File: src/rtl/stopwatch_ctrl_pkg.sv
// Shared stopwatch definitions: sequencer state encoding, default timing
// divisors, digit indices and the per-cycle button edge bundle.
package stopwatch_ctrl_pkg;

  localparam logic [1:0] ST_STOP = 2'd0;
  localparam logic [1:0] ST_RUN  = 2'd1;
  localparam logic [1:0] ST_EDIT = 2'd2;

  typedef enum logic [1:0] {
    S_STOP = ST_STOP,
    S_RUN  = ST_RUN,
    S_EDIT = ST_EDIT
  } sw_state_e;

  // 100 MHz clock: 10 ms count tick, 250 ms blink half-period
  localparam int unsigned TICK_DIV_DEF  = 1000000;
  localparam int unsigned BLINK_DIV_DEF = 25000000;

  localparam int unsigned NUM_DIGITS = 4;
  localparam logic [1:0]  DIG_10MS   = 2'd0;
  localparam logic [1:0]  DIG_100MS  = 2'd1;
  localparam logic [1:0]  DIG_1S     = 2'd2;
  localparam logic [1:0]  DIG_10S    = 2'd3;

  // One-cycle rising-edge flags of the four buttons
  typedef struct packed {
    logic start_stop;
    logic set;
    logic change;
    logic clear;
  } btn_edges_t;

  // Blanking mask selecting one digit
  function automatic logic [NUM_DIGITS-1:0] digit_onehot(input logic [1:0] sel);
    logic [NUM_DIGITS-1:0] mask;
    mask = NUM_DIGITS'(1) << sel;
    return mask;
  endfunction

endpackage

File: src/rtl/stopwatch_ctrl_if.sv
// Button inputs and control outputs of the stopwatch sequencer.
//   master : button source / display+counter consumer (drives *_i)
//   slave  : stopwatch_ctrl (drives *_o)
interface stopwatch_ctrl_if;

  logic       start_stop_i;
  logic       set_i;
  logic       change_i;
  logic       clear_i;
  logic       tick_10ms_o;
  logic       cnt_clr_o;
  logic [1:0] digit_sel_o;
  logic       digit_inc_o;
  logic [3:0] blank_o;
  logic [1:0] state_o;

  modport master (
    output start_stop_i, set_i, change_i, clear_i,
    input  tick_10ms_o, cnt_clr_o, digit_sel_o, digit_inc_o, blank_o, state_o
  );

  modport slave (
    input  start_stop_i, set_i, change_i, clear_i,
    output tick_10ms_o, cnt_clr_o, digit_sel_o, digit_inc_o, blank_o, state_o
  );

endinterface

File: src/rtl/stopwatch_ctrl_btn_edge.sv
// btn_edge: 2-FF synchronizer followed by a rising-edge detector.
//   clk, rst : clock, async active-high reset
//   btn      : asynchronous debounced button level
//   rise_c   : combinational one-cycle pulse on a synchronized 0->1 change
// All flops reset to 1 so a button held through reset never fires.
module btn_edge (
  input  logic clk,
  input  logic rst,
  input  logic btn,
  output logic rise_c
);

  logic [1:0] sync_q;
  logic       hist_q;

  // Synchronizer and edge history
  always_ff @(posedge clk or posedge rst) begin
    if (rst) begin
      sync_q <= 2'b11;
      hist_q <= 1'b1;
    end else begin
      sync_q <= {sync_q[0], btn};
      hist_q <= sync_q[1];
    end
  end

  // Combinational so the FSM registers the action on the 3rd edge
  assign rise_c = sync_q[1] & ~hist_q;

endmodule

File: src/rtl/stopwatch_ctrl.sv
// stopwatch_ctrl: STOP/RUN/EDIT sequencer for the 4-digit stopwatch.
// Generates the 10 ms count tick, counter clear, digit-edit controls and a
// per-digit blink mask. All outputs are registered.
//   clk100_i : 100 MHz clock
//   rst_i    : async active-high reset
//   bus      : buttons in, tick/clear/edit/blank/state out
module stopwatch_ctrl
  import stopwatch_ctrl_pkg::*;
#(
  parameter int unsigned TICK_DIV  = TICK_DIV_DEF,
  parameter int unsigned BLINK_DIV = BLINK_DIV_DEF
) (
  input  logic            clk100_i,
  input  logic            rst_i,
  stopwatch_ctrl_if.slave bus
);

  localparam int unsigned PW = $clog2(TICK_DIV);
  localparam int unsigned BW = $clog2(BLINK_DIV);
  localparam logic [PW-1:0] TICK_MAX  = PW'(TICK_DIV - 1);
  localparam logic [BW-1:0] BLINK_MAX = BW'(BLINK_DIV - 1);

  btn_edges_t raw_c;
  btn_edges_t ev_c;

  sw_state_e             state_q, state_d;
  logic [1:0]            sel_q, sel_d;
  logic [PW-1:0]         presc_q, presc_d;
  logic [BW-1:0]         bcnt_q, bcnt_d;
  logic                  phase_q, phase_d;
  logic                  tick_q, tick_d;
  logic                  clr_q, clr_d;
  logic                  inc_q, inc_d;
  logic [NUM_DIGITS-1:0] blank_q, blank_d;

  btn_edge u_edge_ss  (.clk(clk100_i), .rst(rst_i), .btn(bus.start_stop_i), .rise_c(raw_c.start_stop));
  btn_edge u_edge_set (.clk(clk100_i), .rst(rst_i), .btn(bus.set_i),        .rise_c(raw_c.set));
  btn_edge u_edge_chg (.clk(clk100_i), .rst(rst_i), .btn(bus.change_i),     .rise_c(raw_c.change));
  btn_edge u_edge_clr (.clk(clk100_i), .rst(rst_i), .btn(bus.clear_i),      .rise_c(raw_c.clear));

  // Fixed priority: start_stop > set > change > clear
  always_comb begin
    ev_c            = '0;
    ev_c.start_stop = raw_c.start_stop;
    ev_c.set        = raw_c.set & ~raw_c.start_stop;
    ev_c.change     = raw_c.change & ~raw_c.set & ~raw_c.start_stop;
    ev_c.clear      = raw_c.clear & ~raw_c.change & ~raw_c.set & ~raw_c.start_stop;
  end

  // State and datapath registers
  always_ff @(posedge clk100_i or posedge rst_i) begin
    if (rst_i) begin
      state_q <= S_STOP;
      sel_q   <= DIG_10MS;
      presc_q <= '0;
      bcnt_q  <= '0;
      phase_q <= 1'b0;
      tick_q  <= 1'b0;
      clr_q   <= 1'b0;
      inc_q   <= 1'b0;
      blank_q <= '0;
    end else begin
      state_q <= state_d;
      sel_q   <= sel_d;
      presc_q <= presc_d;
      bcnt_q  <= bcnt_d;
      phase_q <= phase_d;
      tick_q  <= tick_d;
      clr_q   <= clr_d;
      inc_q   <= inc_d;
      blank_q <= blank_d;
    end
  end

  // Next-state, prescaler, blink and pulse generation
  always_comb begin
    state_d = state_q;
    sel_d   = sel_q;
    presc_d = presc_q;
    bcnt_d  = bcnt_q;
    phase_d = phase_q;
    tick_d  = 1'b0;
    clr_d   = 1'b0;
    inc_d   = 1'b0;

    unique case (state_q)
      S_STOP: begin
        if (ev_c.start_stop) begin
          state_d = S_RUN;
        end else if (ev_c.set) begin
          state_d = S_EDIT;
          sel_d   = DIG_10MS;
          bcnt_d  = '0;
          phase_d = 1'b0;
        end else if (ev_c.clear) begin
          clr_d   = 1'b1;
          presc_d = '0;
        end
      end
      S_RUN: begin
        // Leaving RUN holds the prescaler phase and suppresses the tick
        if (ev_c.start_stop) begin
          state_d = S_STOP;
        end else if (ev_c.clear) begin
          clr_d   = 1'b1;
          presc_d = '0;
        end else if (presc_q == TICK_MAX) begin
          tick_d  = 1'b1;
          presc_d = '0;
        end else begin
          presc_d = presc_q + PW'(1);
        end
      end
      S_EDIT: begin
        if (ev_c.start_stop) begin
          state_d = S_STOP;
          sel_d   = DIG_10MS;
        end else if (ev_c.set) begin
          bcnt_d  = '0;
          phase_d = 1'b0;
          if (sel_q == DIG_10S) begin
            state_d = S_STOP;
            sel_d   = DIG_10MS;
          end else begin
            sel_d = sel_q + 2'd1;
          end
        end else if (ev_c.change) begin
          inc_d   = 1'b1;
          bcnt_d  = '0;
          phase_d = 1'b0;
        end else if (bcnt_q == BLINK_MAX) begin
          bcnt_d  = '0;
          phase_d = ~phase_q;
        end else begin
          bcnt_d = bcnt_q + BW'(1);
        end
      end
      default: begin
        state_d = S_STOP;
        sel_d   = DIG_10MS;
      end
    endcase

    blank_d = (state_d == S_EDIT && phase_d) ? digit_onehot(sel_d) : '0;
  end

  assign bus.state_o     = state_q;
  assign bus.digit_sel_o = sel_q;
  assign bus.tick_10ms_o = tick_q;
  assign bus.cnt_clr_o   = clr_q;
  assign bus.digit_inc_o = inc_q;
  assign bus.blank_o     = blank_q;

endmodule

File: src/flat_wrapper.sv
// flat-port wrapper written by rule: the top's interface ports become plain ports
module stopwatch_ctrl_flat import stopwatch_ctrl_pkg::*;
#(
  parameter int unsigned TICK_DIV  = TICK_DIV_DEF,
  parameter int unsigned BLINK_DIV = BLINK_DIV_DEF
)
  (clk100_i, rst_i, bus_start_stop_i, bus_set_i, bus_change_i, bus_clear_i, bus_tick_10ms_o, bus_cnt_clr_o, bus_digit_sel_o, bus_digit_inc_o, bus_blank_o, bus_state_o);
  stopwatch_ctrl_if bus_i ();
  input  logic clk100_i;
  input  logic rst_i;
  input wire logic [$bits(bus_i.start_stop_i)-1:0] bus_start_stop_i;
  input wire logic [$bits(bus_i.set_i)-1:0] bus_set_i;
  input wire logic [$bits(bus_i.change_i)-1:0] bus_change_i;
  input wire logic [$bits(bus_i.clear_i)-1:0] bus_clear_i;
  output wire logic [$bits(bus_i.tick_10ms_o)-1:0] bus_tick_10ms_o;
  output wire logic [$bits(bus_i.cnt_clr_o)-1:0] bus_cnt_clr_o;
  output wire logic [$bits(bus_i.digit_sel_o)-1:0] bus_digit_sel_o;
  output wire logic [$bits(bus_i.digit_inc_o)-1:0] bus_digit_inc_o;
  output wire logic [$bits(bus_i.blank_o)-1:0] bus_blank_o;
  output wire logic [$bits(bus_i.state_o)-1:0] bus_state_o;
  assign bus_i.start_stop_i = bus_start_stop_i;
  assign bus_i.set_i = bus_set_i;
  assign bus_i.change_i = bus_change_i;
  assign bus_i.clear_i = bus_clear_i;
  assign bus_tick_10ms_o = bus_i.tick_10ms_o;
  assign bus_cnt_clr_o = bus_i.cnt_clr_o;
  assign bus_digit_sel_o = bus_i.digit_sel_o;
  assign bus_digit_inc_o = bus_i.digit_inc_o;
  assign bus_blank_o = bus_i.blank_o;
  assign bus_state_o = bus_i.state_o;
  stopwatch_ctrl #(.TICK_DIV(TICK_DIV), .BLINK_DIV(BLINK_DIV)) u_core (.clk100_i(clk100_i), .rst_i(rst_i), .bus(bus_i));
endmodule
File: config.mk
export PLATFORM = sky130hd
export DESIGN_NAME = stopwatch_ctrl_flat
export DESIGN_NICKNAME = d
export VERILOG_FILES = /design/src/rtl/stopwatch_ctrl_pkg.sv /design/src/rtl/stopwatch_ctrl_if.sv /design/src/rtl/stopwatch_ctrl_btn_edge.sv /design/src/rtl/stopwatch_ctrl.sv /design/src/flat_wrapper.sv
export SDC_FILE = /design/constraint.sdc
export NUM_CORES = 1
export LEC_CHECK = 0
export ABC_AREA = 1
export CAP_MARGIN = 20
export CORE_UTILIZATION = 50
export CTS_BUF_LIST = sky130_fd_sc_hd__clkbuf_8
export CTS_CLUSTER_DIAMETER = 150
export DETAILED_ROUTE_END_ITERATION = 7
export PLACE_DENSITY = 0.68
export SLEW_MARGIN = 20
export SYNTH_ARGS = -nofsm -noshare
export SYNTH_HDL_FRONTEND = slang
export SYNTH_SLANG_ARGS = --single-unit
File: constraint.sdc
create_clock -name clk100_i -period 2.7 [get_ports clk100_i]
set_input_delay 0.405 -clock clk100_i [delete_from_list [all_inputs] [get_ports clk100_i]]
set_output_delay 0.405 -clock clk100_i [all_outputs]
set_load 0.005 [all_outputs]
==> flow_summary_export.csv, run 1 <==
group,metric,value,unit
worst_setup_path,crit_required,2.98,ns
cts,htreeDepth,3,
worst_setup_path,r2r_cells,10,
logic_synthesis,synth-edff-count,0,
timing,tns,0,ns
global_routing,grtUsageTotal,20.6,%
global_routing,grt_pass1_wl,12.3,mm
global_routing,grt_pass1_vias,2731,
worst_setup_path,crit_end,"u_core.presc_q[2]",
floorplanning,die_h,88.1,um
worst_setup_path,cp-end-kind,"flop",
logic_synthesis,yosysSeqAreaShare,47.0,%
timing,setup_viol,0,
hold_path,hp-class,"reg -> reg",
global_routing,grt_overflow,0,
worst_setup_path,ff2ff_setup_slack,0.69,ns
floorplanning,start_util,51.4,%
timing,rsz0062_at_grt,"false",
cts,hold_buffers,0,
status,status,"finished, final reports clean",
logic_synthesis,async_reset_ff_share,100,%
logic_synthesis,netlist_area,3700,sq um
route,routed-via-count,2908,
cts,numCtsBuffers,9,
route,drc_errors,0,
global_routing,antenna_found_initial,0,
logic_synthesis,syn_nets,462,
route,dr.pass1.iters,4,
timing,worstMarginPinSlew,0.526,ns
worst_setup_path,reg2reg_from,"u_core.u_edge_set.hist_q",
worst_setup_path,critPathLaunchType,"flop",
timing,hold_violations,0,
route,ant_nets,0,
worst_setup_path,slowest_stage,"dfstp_2",
logic_synthesis,yosysWarnings,0,
cts,cts_setup_buffers,0,
floorplanning,chipWidth,88.1,um
run,drv_cap,0,
timing,clock_skew,0.00637,ns
global_routing,grt_start_max_net_pins,26,
worst_setup_path,cpLargestDelayFamily,"simple AND/OR/NAND/NOR gates",
power,p_int,1750,uW
logic_synthesis,netlist.top_cell.by_area,"dfrtp_1",
cells_and_area,area_growth,12.6,%
logic_synthesis,yosysUniqueCellTypes,36,
cts,clock_path_buffers,2,
worst_setup_path,crit_buf_inv,3,
cells_and_area,fillers,669,
logic_synthesis,synth.area.top_cells,"dfrtp_1, nand2_1, dfstp_2",
route,routed_wl,7.08,mm
cts,ctsResizeCount,0,
cts,cts_tree,"done",
logic_synthesis,netlist.area_leader.share,38.5,%
floorplanning,ios,17,
worst_setup_path,cp-startpoint,"u_core.u_edge_set.hist_q",
cells_and_area,finalNetCount,487,
cts,clock_sinks,69,
worst_setup_path,path_cells,"inv_1, nand2_2, nand2_1, inv_1, nand3_2, o21ai_4, inv_2, nor2_1, a22oi_1, nor2_1",
cells_and_area,drive_gt1_share,18.8,%
logic_synthesis,syn_avg_cell_area,8.18,sq um
route,drt_iter0_markers,153,
logic_synthesis,synth_cells,453,
placed_design,hpwlAfterDp,5.20,mm
cells_and_area,antennaDiodeCount,0,
power,p_comb_share,22.9,%
power,sw_frac_of_total,34.9,%
cts,root_buffer,"clkbuf_8",
power,ir_drop,0.412,mV
cells_and_area,finalInstanceArea,4170,sq um
power,p_clk_share,33.8,%
timing,period_needed,2.01,ns
worst_setup_path,worstSetupPathType,"reg -> reg",
power,leakage,0.00181,uW
power,p_seq_share,43.3,%
cts,clkTransAtPathRegs,0.08,ns
timing,report.final.slew_viol_count,0,
route,via_per_inst,5.00,
worst_setup_path,path_depth,10,
power,power_density,645,nW/um^2
worst_setup_path,arrival,2.30,ns
cts,insertion_delay,0.35,ns
route,wire_per_inst,12.2,um
worst_setup_path,cp_max_fo,22,
floorplanning,core,7210,sq um
worst_setup_path,cpPeakStageDelay,0.52,ns
floorplanning,num_rows,31,
logic_synthesis,ys_ff_latch,69,
power,switchingPower,938,uW
timing,slew-limit-headroom,64.8,%
placed_design,portBuffers,16,
placed_design,gp_congestion,0.879,
floorplanning,die-area,7760,sq um
timing,fmax,497,MHz
logic_synthesis,synthFlopType,"dfrtp_1",
worst_setup_path,r2r_end,"u_core.presc_q[2]",
timing,post-route-period-util,74.5,%
placed_design,post_dp_cell_area,3960,sq um
==> stage by stage <==
| step | util, % | std cells | total power [uW] | worst slack [ns] | hold slack, ns |
|---|---|---|---|---|---|
| 2_1_floorplan | - | 453 | 1670 | 0.575 | 0.345 |
| 3_3_place_gp | 54.9 | 566 | 1790 | 0.784 | 0.346 |
| 3_5_place_dp | 54.9 | 566 | 1800 | 0.687 | 0.347 |
| 4_1_cts | 57.8 | 582 | 2720 | 0.683 | 0.360 |
| 5_1_grt | 57.8 | 582 | 2850 | 0.434 | 0.362 |
| 6_report | 57.8 | 582 | 2690 | 0.687 | 0.359 |
==> cells by family after synthesis <==
group,synth area share [%]
simple gates,33.4
flops,47.0
buf+inv,7.67
compound gates,7.40
xor+xnor,3.55
fa+ha+maj,1.01
==> routing by layer <==
metal	routed length [um]	GRT usage [%]	up-vias
li1	-	-	1496
met1	3360	26.3	1367
met2	3420	34.7	36
met3	211	5.18	9
met5	0	0	-
met4	89	6.01	0
==> final cells by class <==
cell class,instances,area [sq um],area share [%]
repair buffers,18,175,4.20
flip-flops and latches,69,1740,41.8
inverters,63,239,5.73
clock buffers,9,124,2.97
multi-input cells,317,1680,40.3
well taps,99,124,2.97
clock inverters,7,87.6,2.10
==> how the worst min path moves through the flow <==
stage                                 from                     endpoint  depth (start not counted)
2_1_floorplan  u_core.u_edge_chg.sync_q[0]  u_core.u_edge_chg.sync_q[1]                          0
3_3_place_gp    u_core.u_edge_ss.sync_q[0]   u_core.u_edge_ss.sync_q[1]                          0
3_5_place_dp   u_core.u_edge_chg.sync_q[0]  u_core.u_edge_chg.sync_q[1]                          0
4_1_cts        u_core.u_edge_chg.sync_q[0]  u_core.u_edge_chg.sync_q[1]                          0
5_1_grt        u_core.u_edge_chg.sync_q[0]  u_core.u_edge_chg.sync_q[1]                          0
6_report       u_core.u_edge_chg.sync_q[0]  u_core.u_edge_chg.sync_q[1]                          0
==> power groups by stage <==
stage               logic, uW  clock network [uW]  registers [uW]
floorplan                 488                   0            1180
finish                    616                 908            1170
detailed placement        615                   0            1190
CTS                       619                 934            1170
global route              698                 979            1180
global placement          607                   0            1190
==> cells in the mapped netlist (9+ instances only) <==
cell type / instances
nand4_1: 11
a21oi_1: 15
nand3_1: 24
inv_2: 15
xor2_1: 11
nor2_2: 16
nor3_1: 12
inv_1: 47
nor2_1: 65
dfrtp_1: 57
o21ai_0: 14
nand2_2: 9
nand2_1: 92
dfstp_2: 12
==> flip-flops by register name, summed over array words and instances (netlist names) <==
| signal | count |
|---|---|
| u_core.u_edge_chg.sync_q | 2 |
| u_core.u_edge_set.hist_q | 1 |
| u_core.bus.state_o | 2 |
| u_core.bcnt_q | 25 |
| u_core.u_edge_chg.hist_q | 1 |
| u_core.bus.digit_inc_o | 1 |
| u_core.u_edge_clr.sync_q | 2 |
| u_core.u_edge_ss.hist_q | 1 |
| u_core.presc_q | 20 |
| u_core.phase_q | 1 |
| u_core.bus.blank_o | 4 |
| u_core.u_edge_set.sync_q | 2 |
| u_core.bus.cnt_clr_o | 1 |
| u_core.u_edge_clr.hist_q | 1 |
| u_core.u_edge_ss.sync_q | 2 |
| u_core.bus.tick_10ms_o | 1 |
| u_core.bus.digit_sel_o | 2 |
==> cells in the final DEF (no fill, tap or decap), types with 4 or more instances in the layout <==
master           instances
a21oi_1                 15
clkbuf_8                 9
clkdlybuf4s50_1         16
dfrtp_1                 57
dfstp_2                 12
inv_1                   46
inv_2                   16
nand2_1                 92
nand2_2                  9
nand3_1                 24
nand3_2                  5
nand4_1                 11
nor2_1                  65
nor2_2                  16
nor2_4                   5
nor3_1                  12
nor3_2                   5
o21ai_0                 14
o21ai_1                  6
xnor2_1                  4
xor2_1                  11
No activity file was read; power rests on OpenSTA's default activity.
==> inputs of run 2 (changes only) <==
==> constraint.sdc (replaced) <==
create_clock -name clk100_i -period 1.92 [get_ports clk100_i]
set_input_delay 0.288 -clock clk100_i [delete_from_list [all_inputs] [get_ports clk100_i]]
set_output_delay 0.288 -clock clk100_i [all_outputs]
set_load 0.005 [all_outputs]
==> flow_summary_export.csv, run 2 (synthesis gave the netlist of run 1 again) <==
group,metric,value,unit
worst_setup_path,arrival,2.03,ns
worst_setup_path,worstSetupPathType,"reg -> reg",
cells_and_area,area_growth,15.8,%
timing,fmax,555,MHz
worst_setup_path,reg2reg_from,"u_core.u_edge_set.hist_q",
worst_setup_path,cpPeakStageDelay,0.52,ns
cts,insertion_delay,0.34,ns
floorplanning,ios,17,
worst_setup_path,slowest_stage,"dfstp_2",
timing,period_needed,1.80,ns
global_routing,grt_pass1_vias,2731,
cells_and_area,drive_gt1_share,19.8,%
floorplanning,die_h,88.1,um
global_routing,grt_overflow,0,
timing,report.final.slew_viol_count,0,
cts,hold_buffers,0,
timing,slew-limit-headroom,77.5,%
worst_setup_path,cp_max_fo,14,
placed_design,dpl_worst_slack,0.0839,ns
worst_setup_path,critPathLaunchType,"flop",
power,ir_drop,0.540,mV
timing,hold_ws,0.262,ns
route,dr.pass1.iters,4,
power,finalPower,4060,uW
timing,setup_viol,0,
route,ant_nets,0,
cts,clock_path_buffers,2,
power,power_density,947,nW/um^2
cells_and_area,finalInstanceArea,4290,sq um
cts,cts_tree,"done",
cts,clkTransAtPathRegs,0.08,ns
cts,root_buffer,"clkbuf_8",
floorplanning,core,7210,sq um
route,via_per_inst,5.03,
global_routing,grt_start_max_net_pins,28,
cells_and_area,regMostFlops,"u_core.bcnt_q",
placed_design,gp_congestion,0.900,
global_routing,grtUsageTotal,20.3,%
run,drv_cap,0,
status,status,"finished, final reports clean",
placed_design,portBuffers,16,
cells_and_area,finalNetCount,493,
cts,htreeDepth,3,
placed_design,hpwlAfterDp,5.25,mm
cts,clock_sinks,69,
floorplanning,num_rows,31,
placed_design,post_dp_cell_area,4010,sq um
power,leakage,0.00186,uW
global_routing,antenna_found_initial,0,
timing,post-route-period-util,93.8,%
floorplanning,die-area,7760,sq um
cells_and_area,final_cell_mix,"nand2_1, nor2_1, dfrtp_1",
timing,hold_violations,0,
route,routed-via-count,2957,
timing,clock_skew,0.0113,ns
hold_path,hp-class,"in -> async",
global_routing,grt_pass1_wl,12.2,mm
route,drt_iter0_markers,150,
route,wire_per_inst,12.0,um
cells_and_area,antennaDiodeCount,0,
cells_and_area,largest_register_ffs,25,
timing,worstMarginPinSlew,0.337,ns
cells_and_area,final_common_cell,"nand2_1",
floorplanning,chipWidth,88.1,um
worst_setup_path,cp-startpoint,"u_core.u_edge_set.hist_q",
cells_and_area,post-route-util,59.5,%
timing,worst_slack,0.118,ns
worst_setup_path,cp-end-kind,"flop",
worst_setup_path,crit_required,2.15,ns
floorplanning,start_util,51.4,%
cts,numCtsBuffers,9,
route,drc_errors,0,
worst_setup_path,path_cells,"inv_1, nand2_2, nand2_1, inv_1, nand3_2, o21ai_4, buf_12, buf_4, buf_4, nand2_1, xor2_1, nor2_1",
route,routed_wl,7.04,mm
-- run 2: changes by cell type in the layout (fill, tap and decap cells not counted), sizes merged --
cell,change
bufinv,+2
clkinv,+2
clkbuf,+1
clkinvlp,+1
buf,+6
inv,-6
-- run 2: routing by layer --
layer | track usage, % | wire, um
met4 | 8.80 | 116
met2 | 32.6 | 3320
met1 | 27.1 | 3420
met5 | 0 | 0
met3 | 3.49 | 177
-- run 2: cell type report --
class,instances,area (sq um)
Multi-Input combinational cell,317,1680
Inverter,63,248
Clock buffer,10,138
Fill cell,667,2930
Timing Repair Buffer,24,245
Sequential cell,69,1740
Clock inverter,6,111
Tap cell,99,124
-- run 2: power breakdown --
group          internal (uW)  leakage [uW]  total [uW]  switching, uW
logic                    353      0.000815         968            615
registers               1560      0.000916        1640           86.8
clock network            898      0.000128        1450            553
total                   2810       0.00186        4060           1250
-- run 2: final timing paths --
check | end | slack (ns) | cells after the start
min reg2reg | u_core.u_edge_ss.sync_q[1] | 0.36 | 0
max reg2reg | u_core.presc_q[5] | 0.12 | 12
min | u_core.presc_q[13] | 0.26 | 2
max | u_core.presc_q[5] | 0.12 | 12
min in group clk100_i | u_core.u_edge_clr.sync_q[0] | 0.35 | 1
max in group asynchronous | u_core.u_edge_ss.sync_q[0] | 1.15 | 3
-- run 2: critical path, delay by kind of cell (launching register included) --
kind                   cells  cell delay (ns)
flip-flops                 1             0.52
buffers and inverters      5             0.51
AND/OR/NAND/NOR            5             0.34
AO/OA/AOI/OAI              1             0.19
XOR/XNOR                   1             0.13
-- run 2: what timing repair did --
action	4_1_cts	5_1_grt
endpoints found under the setup margin	0	31
buffers inserted	0	2
gates resized for setup	0	4
-- run 2: metrics by stage --
step / TNS, ns / std cells
after global placement: 0 / 570
after global routing: -0.0127 / 588
after floorplan: 0 / 453
after CTS: 0 / 586
final: 0 / 588
after detailed placement: 0 / 570
==> inputs of run 3 (changes only) <==
--- a/config.mk
+++ b/config.mk
@@ -7,12 +7,14 @@
 export LEC_CHECK = 0
 export ABC_AREA = 1
 export CAP_MARGIN = 20
-export CORE_UTILIZATION = 50
+export CORE_UTILIZATION = 62
 export CTS_BUF_LIST = sky130_fd_sc_hd__clkbuf_8
 export CTS_CLUSTER_DIAMETER = 150
 export DETAILED_ROUTE_END_ITERATION = 7
-export PLACE_DENSITY = 0.68
+export PLACE_DENSITY = 0.81
+export SKIP_LAST_GASP = 1
 export SLEW_MARGIN = 20
 export SYNTH_ARGS = -nofsm -noshare
 export SYNTH_HDL_FRONTEND = slang
 export SYNTH_SLANG_ARGS = --single-unit
+export TNS_END_PERCENT = 100
==> flow_summary_export.csv, run 3 (synthesis gave the netlist of run 1 again) <==
group,metric,value,unit
status,status,"finished, final reports clean",
route,ant_nets,0,
worst_setup_path,cp_max_fo,7,
timing,period_needed,1.81,ns
cts,htreeDepth,3,
cells_and_area,finalNetCount,494,
global_routing,grt_pass1_wl,13.0,mm
timing,rsz0062_at_grt,"true",
route,routed_wl,7.67,mm
route,routed-via-count,3050,
worst_setup_path,r2r_cells,11,
timing,worstMarginPinSlew,0.397,ns
cells_and_area,fillers,403,
cts,numCtsBuffers,9,
route,wire_per_inst,13.6,um
cells_and_area,register_area,1740,sq um
cells_and_area,area_growth,14.6,%
timing,hold_ws,0.279,ns
timing,slew-limit-headroom,73.4,%
floorplanning,die_h,79.3,um
power,finalPower,3970,uW
cts,insertion_delay,0.35,ns
cts,cts_tree,"done",
floorplanning,die-area,6290,sq um
cells_and_area,drive_gt1_share,20.6,%
cells_and_area,largest_register_ffs,25,
floorplanning,num_rows,27,
hold_path,hp-class,"in -> async",
placed_design,hpwlAfterDp,5.62,mm
cells_and_area,antennaDiodeCount,0,
global_routing,grt_start_max_net_pins,30,
timing,hold_violations,0,
timing,tns,0,ns
power,leakage,0.00184,uW
placed_design,placed_cells_incl_taps,541,
floorplanning,chipWidth,79.3,um
timing,clock_skew,0.0125,ns
cells_and_area,post-route-util,75.3,%
cts,root_buffer,"clkbuf_8",
timing,report.final.slew_viol_count,0,
worst_setup_path,worstSetupPathType,"reg -> reg",
floorplanning,ios,17,
cells_and_area,final_common_cell,"nand2_1",
floorplanning,core,5640,sq um
cells_and_area,final_cell_mix,"nand2_1, nor2_1, dfrtp_1",
power,power_density,935,nW/um^2
cts,clkTransAtPathRegs,0.07,ns
run,drv_cap,0,
global_routing,antenna_found_initial,0,
placed_design,portBuffers,16,
cts,hold_buffers,0,
global_routing,grt_pass1_vias,3059,
cts,clock_sinks,69,
cells_and_area,multi_input_area,1700,sq um
power,ir_drop,0.699,mV
cts,clock_path_buffers,2,
route,via_per_inst,5.43,
floorplanning,start_util,65.7,%
global_routing,grtUsageTotal,27.2,%
timing,post-route-period-util,94.4,%
worst_setup_path,critPathLaunchType,"flop",
cells_and_area,regMostFlops,"u_core.bcnt_q",
worst_setup_path,cp-end-kind,"flop",
global_routing,grt_overflow,0,
worst_setup_path,arrival,2.05,ns
route,drt_iter0_markers,131,
placed_design,gp_congestion,0.908,
cells_and_area,final_cells,562,
timing,fmax,552,MHz
route,drc_errors,0,
worst_setup_path,crit_required,2.16,ns
timing,setup_viol,0,
route,dr.pass1.iters,4,
## run 3: layout make-up
class	count	share of cell area, %
Clock inverter	7	2.30
Timing Repair Buffer	24	5.77
Inverter	63	5.77
Clock buffer	9	2.92
Tap cell	72	2.12
Multi-Input combinational cell	318	40.1
Sequential cell	69	41.0
## run 3: worst paths after layout
| check | from | endpoint | slack (ns) |
|---|---|---|---|
| setup / recovery | u_core.u_edge_set.hist_q | u_core.presc_q[17] | 0.11 |
| hold reg to reg | u_core.u_edge_ss.sync_q[0] | u_core.u_edge_ss.sync_q[1] | 0.36 |
| setup reg to reg | u_core.u_edge_set.hist_q | u_core.presc_q[17] | 0.11 |
| hold / removal | rst_i | u_core.presc_q[4] | 0.28 |
| max in group asynchronous | rst_i | u_core.u_edge_set.hist_q | 1.11 |
| min in group clk100_i | bus_clear_i | u_core.u_edge_clr.sync_q[0] | 0.34 |
## run 3: critical path, cell delays in order, from the launching register on
cell and delay (ns):
dfstp_2 0.52, inv_1 0.05, nand2_2 0.07, nand2_1 0.05
inv_1 0.11, nand3_4 0.12, o21ai_4 0.28, buf_4 0.17
buf_4 0.12, nand4_1 0.08, nand2_1 0.10, nor2_2 0.03
## run 3: metal layers
metal / GRT usage [%] / up-vias / routed length, um
li1: - / 1516 / -
met3: 7.93 / 16 / 303
met1: 31.3 / 1460 / 3340
met2: 47.4 / 58 / 3870
met4: 10.7 / 0 / 155
met5: 0 / - / 0
## run 3: stage by stage
stage / worst slack [ns] / area [sq um]
after floorplan: 0.366 / 3710
after global placement: 0.151 / 3970
after detailed placement: 0.0516 / 3970
after CTS: 0.0249 / 4190
after global routing: -0.0244 / 4250
final: 0.107 / 4250
## run 3: where the power goes
part / leakage, uW / internal [uW] / switching [uW]
clock: 0.000106 / 735 / 585
sequential: 0.000916 / 1550 / 92.7
combinational: 0.000820 / 346 / 656
total: 0.00184 / 2640 / 1330
## run 3: timing repair
action	in CTS	in global routing
endpoints found under the setup margin	0	16
gates resized for setup	0	5
hold endpoints to repair	0	0
setup buffers	0	4
